<file path="config.mk">
export PLATFORM = sky130hd
export DESIGN_NAME = alu_ex_stage
export DESIGN_NICKNAME = d
export VERILOG_FILES = /design/src/rtl/alu_ex_stage.sv
export SDC_FILE = /design/constraint.sdc
export NUM_CORES = 1
export LEC_CHECK = 0
export CORE_MARGIN = 4
export CORE_UTILIZATION = 67
export DETAILED_ROUTE_END_ITERATION = 10
export DONT_BUFFER_PORTS = 1
export GPL_ROUTABILITY_DRIVEN = 0
export PLACE_DENSITY = 0.84
export RECOVER_POWER = 100
export SYNTH_ARGS = -nofsm -noshare
export SYNTH_HDL_FRONTEND = slang
export SYNTH_SLANG_ARGS = --single-unit
</file>
<file path="constraint.sdc">
create_clock -name clk -period 4.9 [get_ports clk]
set_clock_uncertainty 0.2 [all_clocks]
set_input_delay 0.735 -clock clk [delete_from_list [all_inputs] [get_ports clk]]
set_output_delay 0.735 -clock clk [all_outputs]
set_load 0.05 [all_outputs]
</file>
<file path="src/rtl/alu_ex_stage.sv">
// Execute-stage ALU with valid/ready handshake and registered result/flags.
// Define ALU_SHIFT_EN to build the iterative 1-bit-per-cycle shifter; otherwise shift codes act as ADD.
module alu_ex_stage #(
    parameter int DATA_W  = 32,
    parameter int SHAMT_W = 5
) (
    input  logic               clk,
    input  logic               reset,
    input  logic               in_valid,
    output logic               in_ready,
    input  logic [2:0]         alu_funct,
    input  logic [DATA_W-1:0]  op_a,
    input  logic [DATA_W-1:0]  op_b,
    input  logic [SHAMT_W-1:0] shamt,
    output logic               out_valid,
    input  logic               out_ready,
    output logic [DATA_W-1:0]  result,
    output logic               zero,
    output logic               overflow,
    output logic               busy
);

    localparam logic [2:0] F_ADD = 3'b000;
    localparam logic [2:0] F_SUB = 3'b001;
    localparam logic [2:0] F_SLL = 3'b010;
    localparam logic [2:0] F_AND = 3'b011;
    localparam logic [2:0] F_OR  = 3'b100;
    localparam logic [2:0] F_SRL = 3'b101;
    localparam logic [2:0] F_NOR = 3'b110;
    localparam logic [2:0] F_SLT = 3'b111;

`ifdef ALU_SHIFT_EN
    typedef enum logic [1:0] {
        IDLE  = 2'b00,
        SHIFT = 2'b01,
        HOLD  = 2'b10
    } state_t;
`else
    typedef enum logic [1:0] {
        IDLE  = 2'b00,
        HOLD  = 2'b10
    } state_t;
`endif

    function automatic logic add_ovf(input logic sign_a, input logic sign_b, input logic sign_r);
        return (sign_a == sign_b) && (sign_r != sign_a);
    endfunction

    function automatic logic sub_ovf(input logic sign_a, input logic sign_b, input logic sign_r);
        return (sign_a != sign_b) && (sign_r != sign_a);
    endfunction

    state_t              state_r;
    state_t              state_nx_s;
    state_t              ld_state_s;
    logic                accept_s;
    logic [DATA_W-1:0]   sum_s;
    logic [DATA_W-1:0]   diff_s;
    logic                slt_s;
    logic [DATA_W-1:0]   alu_res_s;
    logic                alu_ovf_s;
    logic                commit_s;
    logic [DATA_W-1:0]   commit_res_s;
    logic                commit_ovf_s;
    logic [DATA_W-1:0]   result_r;
    logic                zero_r;
    logic                ovf_r;
    logic                out_valid_r;

    assign sum_s    = op_a + op_b;
    assign diff_s   = op_a - op_b;
    assign slt_s    = $signed(op_a) < $signed(op_b);
    assign in_ready = (state_r == IDLE) || ((state_r == HOLD) && out_ready);
    assign accept_s = in_valid && in_ready;

    // Single-cycle ALU for every code that completes at latency 1
    always_comb begin
        alu_res_s = '0;
        alu_ovf_s = 1'b0;
        case (alu_funct)
            F_ADD: begin
                alu_res_s = sum_s;
                alu_ovf_s = add_ovf(op_a[DATA_W-1], op_b[DATA_W-1], sum_s[DATA_W-1]);
            end
            F_SUB: begin
                alu_res_s = diff_s;
                alu_ovf_s = sub_ovf(op_a[DATA_W-1], op_b[DATA_W-1], diff_s[DATA_W-1]);
            end
            F_AND: alu_res_s = op_a & op_b;
            F_OR:  alu_res_s = op_a | op_b;
            F_NOR: alu_res_s = ~(op_a | op_b);
            F_SLT: alu_res_s = {{(DATA_W-1){1'b0}}, slt_s};
`ifndef ALU_SHIFT_EN
            F_SLL, F_SRL: begin
                alu_res_s = sum_s;
                alu_ovf_s = add_ovf(op_a[DATA_W-1], op_b[DATA_W-1], sum_s[DATA_W-1]);
            end
`endif
            default: begin
                alu_res_s = '0;
                alu_ovf_s = 1'b0;
            end
        endcase
    end

`ifdef ALU_SHIFT_EN
    localparam logic [SHAMT_W-1:0] CNT_ONE = SHAMT_W'(1);

    logic                is_shift_s;
    logic                shift_done_s;
    logic [DATA_W-1:0]   work_r;
    logic [DATA_W-1:0]   work_step_s;
    logic [SHAMT_W-1:0]  cnt_r;
    logic                dir_r;
    logic                busy_r;

    assign is_shift_s   = (alu_funct == F_SLL) || (alu_funct == F_SRL);
    assign work_step_s  = dir_r ? (work_r >> 1'b1) : (work_r << 1'b1);
    assign shift_done_s = (state_r == SHIFT) && (cnt_r == CNT_ONE);
    assign busy         = busy_r;

    // Destination of an accepted op and the value committed to the result register
    always_comb begin
        ld_state_s   = HOLD;
        commit_s     = 1'b0;
        commit_res_s = alu_res_s;
        commit_ovf_s = alu_ovf_s;
        if (is_shift_s && (shamt != '0)) begin
            ld_state_s = SHIFT;
        end else begin
            ld_state_s = HOLD;
        end
        if (shift_done_s) begin
            commit_s     = 1'b1;
            commit_res_s = work_step_s;
            commit_ovf_s = 1'b0;
        end else if (is_shift_s) begin
            // shamt==0 shifts are a plain pass-through of op_b
            commit_s     = accept_s && (shamt == '0);
            commit_res_s = op_b;
            commit_ovf_s = 1'b0;
        end else begin
            commit_s     = accept_s;
            commit_res_s = alu_res_s;
            commit_ovf_s = alu_ovf_s;
        end
    end

    // Shift working register and down-counter; operands latched on every accept
    always_ff @(posedge clk) begin
        if (reset) begin
            work_r <= '0;
            cnt_r  <= '0;
            dir_r  <= 1'b0;
        end else if (accept_s) begin
            work_r <= op_b;
            cnt_r  <= shamt;
            dir_r  <= (alu_funct == F_SRL);
        end else if (state_r == SHIFT) begin
            work_r <= work_step_s;
            cnt_r  <= cnt_r - CNT_ONE;
        end
    end

    // Busy flag mirrors the next state so it is registered like every other output
    always_ff @(posedge clk) begin
        if (reset) begin
            busy_r <= 1'b0;
        end else begin
            busy_r <= (state_nx_s == SHIFT);
        end
    end
`else
    logic unused_shamt_s;

    assign unused_shamt_s = ^shamt;
    assign busy           = 1'b0;

    // Every code completes in one cycle without the shifter
    always_comb begin
        ld_state_s   = HOLD;
        commit_s     = accept_s;
        commit_res_s = alu_res_s;
        commit_ovf_s = alu_ovf_s;
    end
`endif

    // FSM state register
    always_ff @(posedge clk) begin
        if (reset) begin
            state_r <= IDLE;
        end else begin
            state_r <= state_nx_s;
        end
    end

    // FSM next-state logic
    always_comb begin
        state_nx_s = state_r;
        case (state_r)
            IDLE: begin
                if (accept_s) begin
                    state_nx_s = ld_state_s;
                end else begin
                    state_nx_s = IDLE;
                end
            end
            HOLD: begin
                if (accept_s) begin
                    state_nx_s = ld_state_s;
                end else if (out_ready) begin
                    state_nx_s = IDLE;
                end else begin
                    state_nx_s = HOLD;
                end
            end
`ifdef ALU_SHIFT_EN
            SHIFT: begin
                if (shift_done_s) begin
                    state_nx_s = HOLD;
                end else begin
                    state_nx_s = SHIFT;
                end
            end
`endif
            default: state_nx_s = IDLE;
        endcase
    end

    // Result, flags and out_valid registers; result is held until a new commit
    always_ff @(posedge clk) begin
        if (reset) begin
            result_r    <= '0;
            zero_r      <= 1'b0;
            ovf_r       <= 1'b0;
            out_valid_r <= 1'b0;
        end else begin
            out_valid_r <= (state_nx_s == HOLD);
            if (commit_s) begin
                result_r <= commit_res_s;
                zero_r   <= (commit_res_s == '0);
                ovf_r    <= commit_ovf_s;
            end
        end
    end

    assign result    = result_r;
    assign zero      = zero_r;
    assign overflow  = ovf_r;
    assign out_valid = out_valid_r;

endmodule

</file>
Yosys cells after proc, flatten, opt, wreduce, memory -nomap -nowiden
Index checks and enable logic that the tools add are counted.
Cells by class
  add/sub/neg operators: 2
  reductions and logical operators: 9
  mux-type cells: 6
  bitwise gates (word level): 3
  eq/ne operators: 13
  magnitude comparators: 1
Operator list (number)
  32-bit case mux with 6 select lines: 1
  32-bit adder: 1
  32-bit bitwise AND: 1
  32-bit zero test: 1
  32-bit less-than comparator: 1
  32-bit inverter: 1
  32-bit OR: 1
  32-bit subtractor: 1
  3-bit equality test (second input constant): 4
  3-bit by 2-bit equality test with 1-bit output (second input constant): 2
  2-bit two-way mux: 3
  2-bit equality test (second input constant): 2
  1-bit logical AND: 4
  2-bit case mux with 2 select lines: 1
  3-bit by 1-bit equality test with 1-bit output (second input constant): 1
  3-bit zero test: 1
  1-bit inequality test: 3
  3-bit OR reduction: 1
  2-bit zero test: 1
  1-bit case mux with 2 select lines: 1
  1-bit equality test: 1
  1-bit logical OR: 1
Word-level totals
  input bits: 76
  register bits: 37

Logic depth before layout (Yosys ltp)
Gate-level depths: netlist (run 1).
  word-level depth: 7
  mapped depth: 15

Worst setup path before layout (run 1)
OpenSTA, ideal clock, no wires.
  path type: input to register
  from: input op_b[6]
  to: register result_r[31] (netlist: result[31])
  cell stages on the path: 14
  path buffers: 1
  setup slack: 852 ps
  setup time: 70 ps
  data arrival time: 3777 ps
  cells stage by stage: inv_1 -> ha_1 -> buf_6 -> nor2b_2 -> or4_4 -> o211a_1 -> o31a_1 -> o41ai_4 -> o21ai_2 -> a21oi_2 -> o21bai_2 -> mux2_4 -> or4_1 -> a21oi_1
On the way
  word-level cells in the longest chain between the ends: 2
  elaborated cells on any way between the ends: 3
  those cells by class: add/sub (2); mux (1)
RTL lines
  start: declaration: RTL line 13  | input logic [DATA_W-1:0] op_b,
  32-bit adder or 32-bit subtractor (tied branches): RTL line 70, 71
  32-bit case mux with 6 select lines (*): RTL line 80  | case (alu_funct)
  end signal: assignment: RTL line 240  | result_r <= commit_res_s;
  end: declaration: RTL line 65  | logic [DATA_W-1:0] result_r;
Mark *: on every way between the ends. The rest lies on a longest branch, timed or not.
A chain may end at the register's enable or synchronous reset.

Worst setup path after layout (run 1)
  from: input op_a[8]
  to: register zero_r (netlist: zero)
On the way
  word-level cells in the longest chain between the ends: 4
  elaborated cells on any way between the ends: 8
  those cells by class: add/sub (2); order compare (1); mux (1); bitwise (3); reduce/logical (1)
RTL lines
  start: declaration: RTL line 12  | input logic [DATA_W-1:0] op_a,
  branches (longest 2 deep; another with 32-bit adder)
  32-bit case mux with 6 select lines (*): RTL line 80
  32-bit zero test (*): RTL line 241  | zero_r <= (commit_res_s == '0);
  end signal: assignment: RTL line 241
  end: declaration: RTL line 66  | logic zero_r;
Mark *: on every way between the ends.

==> impl_metrics.tcl, run 1 <==
set metrics [dict create \
    status "complete, no violations" \
    ctsRootBufferMaster "clkbuf_8" \
    synth_compound_area_share_pct 34.77 \
    syn_area_um2 6894 \
    synthCells 995 \
    clock_latency_ns 0.29 \
    synth_adder_area_share_pct 18.19 \
    ys.flop_type "dfxtp_1" \
    grt_max_degree 47 \
    via_per_inst 6.973 \
    routed-wl-met3_um 3366 \
    post-route-util_pct 71.17 \
    stdcell_area_um2 7053 \
    cp.arrival_ns 4.70 \
    ys_ff_latch 35 \
    r2r.worst_path.cells 6 \
    fmax_mhz 212.6 \
    synthArstFlopShare_pct 0 \
    finalSetupViolations 0 \
    synthXorXnorAreaFrac_pct 4.701 \
    wl_met2_um 8913 \
    cp-end-kind "flip-flop" \
    startpoint_type "input pin" \
    ff2ff_setup_slack_ns 1.41 \
    io_buffers 0 \
    cts_tree "done" \
    powerDensity_nw_per_um2 206.2 \
    syn_area_per_cell_um2 6.929 \
    ioPinCount 113 \
    layoutNonFillerInstCount 1094 \
    drc_errors 0 \
    ctsHtreeMaxLevel 2 \
    topRoutingLayerUsed "met4" \
    start_util_pct 69.57 \
    hold_path_class "input pin to flip-flop" \
    yosysSeqAreaShare_pct 10.16 \
    vias 7628 \
    cts.repair.resized 0 \
    rsz0062_at_grt "false" \
    fin_crit_ns 4.703 \
    wl_per_cell_um 19.32 \
    cp.required_ns 4.89 \
    min_period_over_period_pct 95.99 \
    slew_violations 0 \
    first_pass_iters 8 \
    synth_top_family_by_area "compound AO/OA/AOI/OAI gates" \
    crit_chain "inv_1 -> ha_1 -> a21oi_1 -> o21ai_0 -> or3_1 -> o21ai_0 -> o31ai_1 -> a221oi_1 -> o21ai_0 -> a221o_1 -> a222oi_1 -> nand4_1 -> o31ai_1" \
    post_cts.repair.setup_buffers 0 \
    nNetsFinal 1135 \
    cellLeakagePower_nw 3.061 \
    dpl.hpwl_um 16300 \
    wl_met1_um 8232 \
    first_iter_violations 1023 \
    grt_antenna_before_repair 0 \
    finalHoldViolCount 0 \
    fin_tns_setup_ns 0 \
    drive_gt1_share_pct 4.787 \
    cpMostUsedCell "o21ai_0" \
    critPathKind "input pin to flip-flop" \
    maxCapViolCount 0 \
    dp_cells 1086 \
    synth-simple-area-share_pct 21.69 \
    grt_pass1_wl_um 33490 \
    min_to "result[2]$_SDFFE_PP0P_" \
    placementRows 36 \
    grt_overflow_total 0 \
    coreArea_um2 9910 \
    cts_made_buffers 5 \
    path_clk_slew_ns 0.07 \
    grt_usage_pct 34.26 \
    worst_slack_ns 0.1966 \
    hold-path-cell-count 1 \
    synth.distinct_cells 79 \
    place_area_um2 6958 \
    min_from "reset" \
    numClockSinks 35 \
    die-height_um 109.4 \
    synth-edff-count 0 \
    cts-hold-fix-buffers 0 \
    synth_nets 1170 \
    cp_max_fo 10 \
    die-area_um2 11980 \
    grt_pass1_vias 6856 \
    tightest_slew_ns 1.359 \
    clockBufferDepth 2 \
    r2r-start "out_valid$_SDFF_PP0_" \
    dpl_worst_slack_ns 0.3103 \
    ant_nets 0 \
    drt-total-wl_um 21140 \
    max-vdd-ir-drop_v 0.0001824 \
    synth_warnings 0 \
    critPathSlowestCell "a222oi_1" \
    area_growth_pct 2.305 \
    synthMuxAreaShare_pct 1.107 \
    reg2reg_to "result[16]$_SDFFE_PP0P_" \
    cpPeakStageDelay_ns 0.57 \
    insertedDiodeCount 0 \
    die_w_um 109.4 \
    relSlewSlack_pct 9.347 \
]
==> registers in the layout, summed over array words and instances, names as in the netlist <==
| name | count |
|---|---|
| out_valid | 1 |
| overflow | 1 |
| result | 32 |
| zero | 1 |
==> critical path: cells and delay by family <==
kind | cells | cell delay (ns)
and+or+nand+nor | 2 | 0.63
adders and majority gates | 1 | 0.42
AOI/OAI and AO/OA | 9 | 2.89
buffers and inverters | 1 | 0.02
==> area by class of cell <==
class,count,area [um^2]
Timing Repair Buffer,19,120.1
Clock buffer,6,82.58
Multi-Input combinational cell,794,5554
Clock inverter,2,35.03
Fill cell,883,2856
Sequential cell,35,700.7
Tap cell,133,166.4
Inverter,105,394.1
==> metal layers <==
metal	global-route usage, %	vias to the layer above
met2	53.71	584
met1	46.81	3425
met5	0	-
met4	8.905	0
li1	-	3537
met3	8.573	82
==> through the flow <==
stage / hold slack [ns] / total power [mW]
final: 0.3046 / 1.454
after global routing: 0.2970 / 1.536
after global placement: 0.4808 / 1.147
after floorplan: 0.4754 / 0.9938
after detailed placement: 0.4867 / 1.159
after CTS: 0.3063 / 1.429
==> cell usage after synthesis (15+ instances only) <==
cell      count  area share, %
inv_1       105            5.7
ha_1         97             18
nor2_1       93            5.1
a21oi_1      84            6.1
nand2_1      66            3.6
o21ai_0      56            4.1
clkbuf_1     50            2.7
dfxtp_1      35             10
nor3_1       35            2.5
xnor2_1      28            3.6
a211oi_1     21            2.3
o211ai_1     19            2.1
o31ai_1      18            2.0
nand2b_1     16            1.5
nand3_1      15            1.1
==> cells by family (layout without fill, tap and decap cells) <==
| family | after synthesis | count (layout) |
|---|---|---|
| adders and majority gates | 99 | 99 |
| muxes | 7 | 7 |
| other | 1 | 1 |
| buffers and inverters | 166 | 132 |
| DFF | 35 | 35 |
| AOI/OAI and AO/OA | 345 | 345 |
| xor gates and xnor gates | 37 | 37 |
| and+or+nand+nor | 305 | 305 |
==> how the worst max path moves through the flow <==
stage,slack (ns),cells after the start,end,startpoint
after floorplan,0.85,14,result[31]$_SDFFE_PP0P_,op_b[6]
after detailed placement,0.31,15,zero$_SDFFE_PP0P_,op_a[0]
after CTS,0.53,15,zero$_SDFFE_PP0P_,op_a[0]
after global routing,0.08,13,zero$_SDFFE_PP0P_,op_a[3]
after global placement,0.43,13,result[31]$_SDFFE_PP0P_,op_b[11]
final,0.20,13,zero$_SDFFE_PP0P_,op_a[8]
==> placed cells by master (no fill, tap or decap), types with 5 or more instances in the layout <==
cell type / n
nand3_1: 15
ha_1: 97
a31oi_1: 10
nand2b_1: 16
a221o_1: 13
o21ai_0: 57
nor3_1: 35
o41ai_1: 6
nor2b_1: 13
o22ai_1: 6
a21oi_1: 83
nor2_1: 93
nand4_1: 9
xor2_1: 9
clkbuf_1: 6
a221oi_1: 8
nand2_1: 66
o211ai_1: 19
clkbuf_8: 6
or2_2: 9
a22oi_1: 13
mux2i_1: 5
dfxtp_1: 35
o221ai_1: 8
o31ai_1: 18
buf_4: 13
nand3b_1: 6
o2111ai_1: 6
o21bai_1: 10
nor4_1: 10
a21o_1: 10
and2_1: 6
inv_1: 105
a211oi_1: 21
o311ai_0: 5
xnor2_1: 28
==> where the power goes <==
group / total [mW] / internal (mW) / leakage [nW] / switching (mW)
Combinational: 0.764 / 0.284 / 2.71 / 0.480
Sequential: 0.420 / 0.311 / 0.289 / 0.110
Clock: 0.270 / 0.165 / 0.0612 / 0.105
Total: 1.45 / 0.759 / 3.06 / 0.695
Power figures use the tool's default switching activity.
==> run 2: changes to the inputs <==
--- a/config.mk
+++ b/config.mk
@@ -7,6 +7,7 @@
 export LEC_CHECK = 0
 export CORE_MARGIN = 4
 export CORE_UTILIZATION = 67
+export CTS_CLUSTER_SIZE = 40
 export DETAILED_ROUTE_END_ITERATION = 10
 export DONT_BUFFER_PORTS = 1
 export GPL_ROUTABILITY_DRIVEN = 0
==> constraint.sdc (replaced) <==
create_clock -name clk -period 4.9 [get_ports clk]
set_clock_uncertainty 0.2 [all_clocks]
set_input_delay 0.98 -clock clk [delete_from_list [all_inputs] [get_ports clk]]
set_output_delay 0.98 -clock clk [all_outputs]
set_load 0.05 [all_outputs]
==> run 2 against run 1 <==
Compared with the run above: critical path type unchanged; clock-buffer cell count unchanged; clock power fell by 22%; first-iteration DRC count fell by 6.8%.
==> impl_metrics.tcl, run 2 (synthesis gave the netlist of run 1 again) <==
set metrics [dict create \
    ctsHtreeMaxLevel 2 \
    power_frac_seq_pct 29.8 \
    cpPeakStageDelay_ns 0.47 \
    path_clk_slew_ns 0.06 \
    grt_usage_pct 33.95 \
    cp.arrival_ns 4.55 \
    critPathKind "input pin to flip-flop" \
    largest_reg_flops 32 \
    first_iter_violations 953 \
    cellLeakagePower_nw 3.110 \
    vias 7615 \
    critPathSlowestCell "a222oi_1" \
    relSlewSlack_pct 4.663 \
    combPwrFrac_pct 55.2 \
    dpl_worst_slack_ns 0.1546 \
    ctsRootBufferMaster "clkbuf_8" \
    finalHoldViolCount 0 \
    grt_pass1_vias 6625 \
    p_int_mw 0.7186 \
    stdcell_area_um2 7121 \
    worst_slack_ns 0.3543 \
    swShare_pct 48.98 \
    max-vdd-ir-drop_v 0.0001981 \
    grt_pass1_wl_um 32980 \
    die_w_um 109.4 \
    post-route-util_pct 71.86 \
    maxCapViolCount 0 \
    place_area_um2 7056 \
    cts_tree "done" \
    grt_max_degree 47 \
    ioPinCount 113 \
    crit_chain "inv_1 -> ha_1 -> inv_1 -> fa_1 -> nor3b_1 -> o31ai_1 -> a31oi_1 -> a221o_1 -> a222oi_1 -> o211ai_1 -> nor4_1 -> nand2_1 -> nor4_1 -> buf_4 -> nand4_1 -> o31ai_1" \
    status "complete, no violations" \
    p_sw_mw 0.6898 \
    fin_crit_ns 4.546 \
    grt_antenna_before_repair 0 \
    min_period_over_period_pct 92.77 \
    cts-hold-fix-buffers 0 \
    via_per_inst 6.885 \
    fmax_mhz 220.0 \
    layoutNonFillerInstCount 1106 \
    finalSetupViolations 0 \
    die-height_um 109.4 \
    fin_tns_setup_ns 0 \
    grt_overflow_total 0 \
    startpoint_type "input pin" \
    slew_violations 0 \
    drt-total-wl_um 21070 \
    insertedDiodeCount 0 \
    wl_per_cell_um 19.05 \
    layout_commonest_cell "inv_1" \
    clock_latency_ns 0.29 \
    cp.required_ns 4.90 \
    crit_family "compound AO/OA/AOI/OAI gates" \
    io_buffers 0 \
    fin_hold_ws_ns 0.4999 \
    ant_nets 0 \
    cp_max_fo 3 \
    placementRows 36 \
    layout_common_cells "105 x inv_1, 97 x ha_1, 93 x nor2_1" \
    power.total_mw 1.408 \
    cts_made_buffers 5 \
    drive_gt1_share_pct 5.961 \
    dp_cells 1099 \
    nFillCells 885 \
    first_pass_iters 8 \
    powerDensity_nw_per_um2 197.8 \
    dpl.hpwl_um 16450 \
    cp-end-kind "flip-flop" \
    p_clk_share_pct 14.9 \
    rsz0062_at_grt "false" \
    drc_errors 0 \
    nNetsFinal 1148 \
    die-area_um2 11980 \
    numClockSinks 35 \
    coreArea_um2 9910 \
    hold_path_class "flip-flop to flip-flop" \
    clockBufferDepth 2 \
    post_cts.repair.setup_buffers 0 \
    start_util_pct 69.57 \
    path_buf_inv 3 \
    tightest_slew_ns 1.429 \
    area_growth_pct 3.285 \
    cts.repair.resized 0 \
]
run 2: cell count changes in the layout (fill, tap and decap cells not counted):
cell	change
bufinv_16	-1
and2_1	-1
buf_4	+12
and2_0	+1
clkbuf_4	+1
run 2: path summary, 6_finish.rpt:
kind | to | slack [ns] | startpoint | depth (start not counted)
worst max-delay path | zero$_SDFFE_PP0P_ | 0.35 | op_a[0] | 16
worst min register to register | result[31]$_SDFFE_PP0P_ | 0.50 | result[31]$_SDFFE_PP0P_ | 2
worst min-delay path | result[31]$_SDFFE_PP0P_ | 0.50 | result[31]$_SDFFE_PP0P_ | 2
worst max register to register | result[0]$_SDFFE_PP0P_ | 1.43 | out_valid$_SDFF_PP0_ | 6
run 2: cell type report:
cell class	count	area, um^2	share of cell area, %
clock inverter	1	5.005	0.07029
sequential	35	700.7	9.840
clock buffer	6	82.58	1.160
multi-input combinational	794	5554	78.00
inverter	105	394.1	5.535
timing repair buffer	32	217.7	3.057
tap	133	166.4	2.337
run 2: power by group through the flow:
| stage | registers (mW) | clock network [mW] | logic [mW] |
|---|---|---|---|
| 3_5_place_dp | 0.427 | 0 | 0.750 |
| 5_1_grt | 0.424 | 0.222 | 0.843 |
| 6_report | 0.420 | 0.210 | 0.778 |
| 3_3_place_gp | 0.426 | 0 | 0.738 |
| 2_1_floorplan | 0.419 | 0 | 0.574 |
| 4_1_cts | 0.421 | 0.210 | 0.755 |
run 2: per-layer routing:
layer | global-route usage (%) | routed length [um] | up-vias
met1 | 46.66 | 8486 | 3403
met5 | 0 | 0 | -
met4 | 11.13 | 679 | 0
li1 | - | - | 3576
met3 | 9.865 | 3248 | 73
met2 | 50.70 | 8657 | 563
run 2: worst min-delay path: stages, from the launching register on:
cell and delay [ns]:
dfxtp_1 0.48, nand2_1 0.12, a21oi_1 0.06
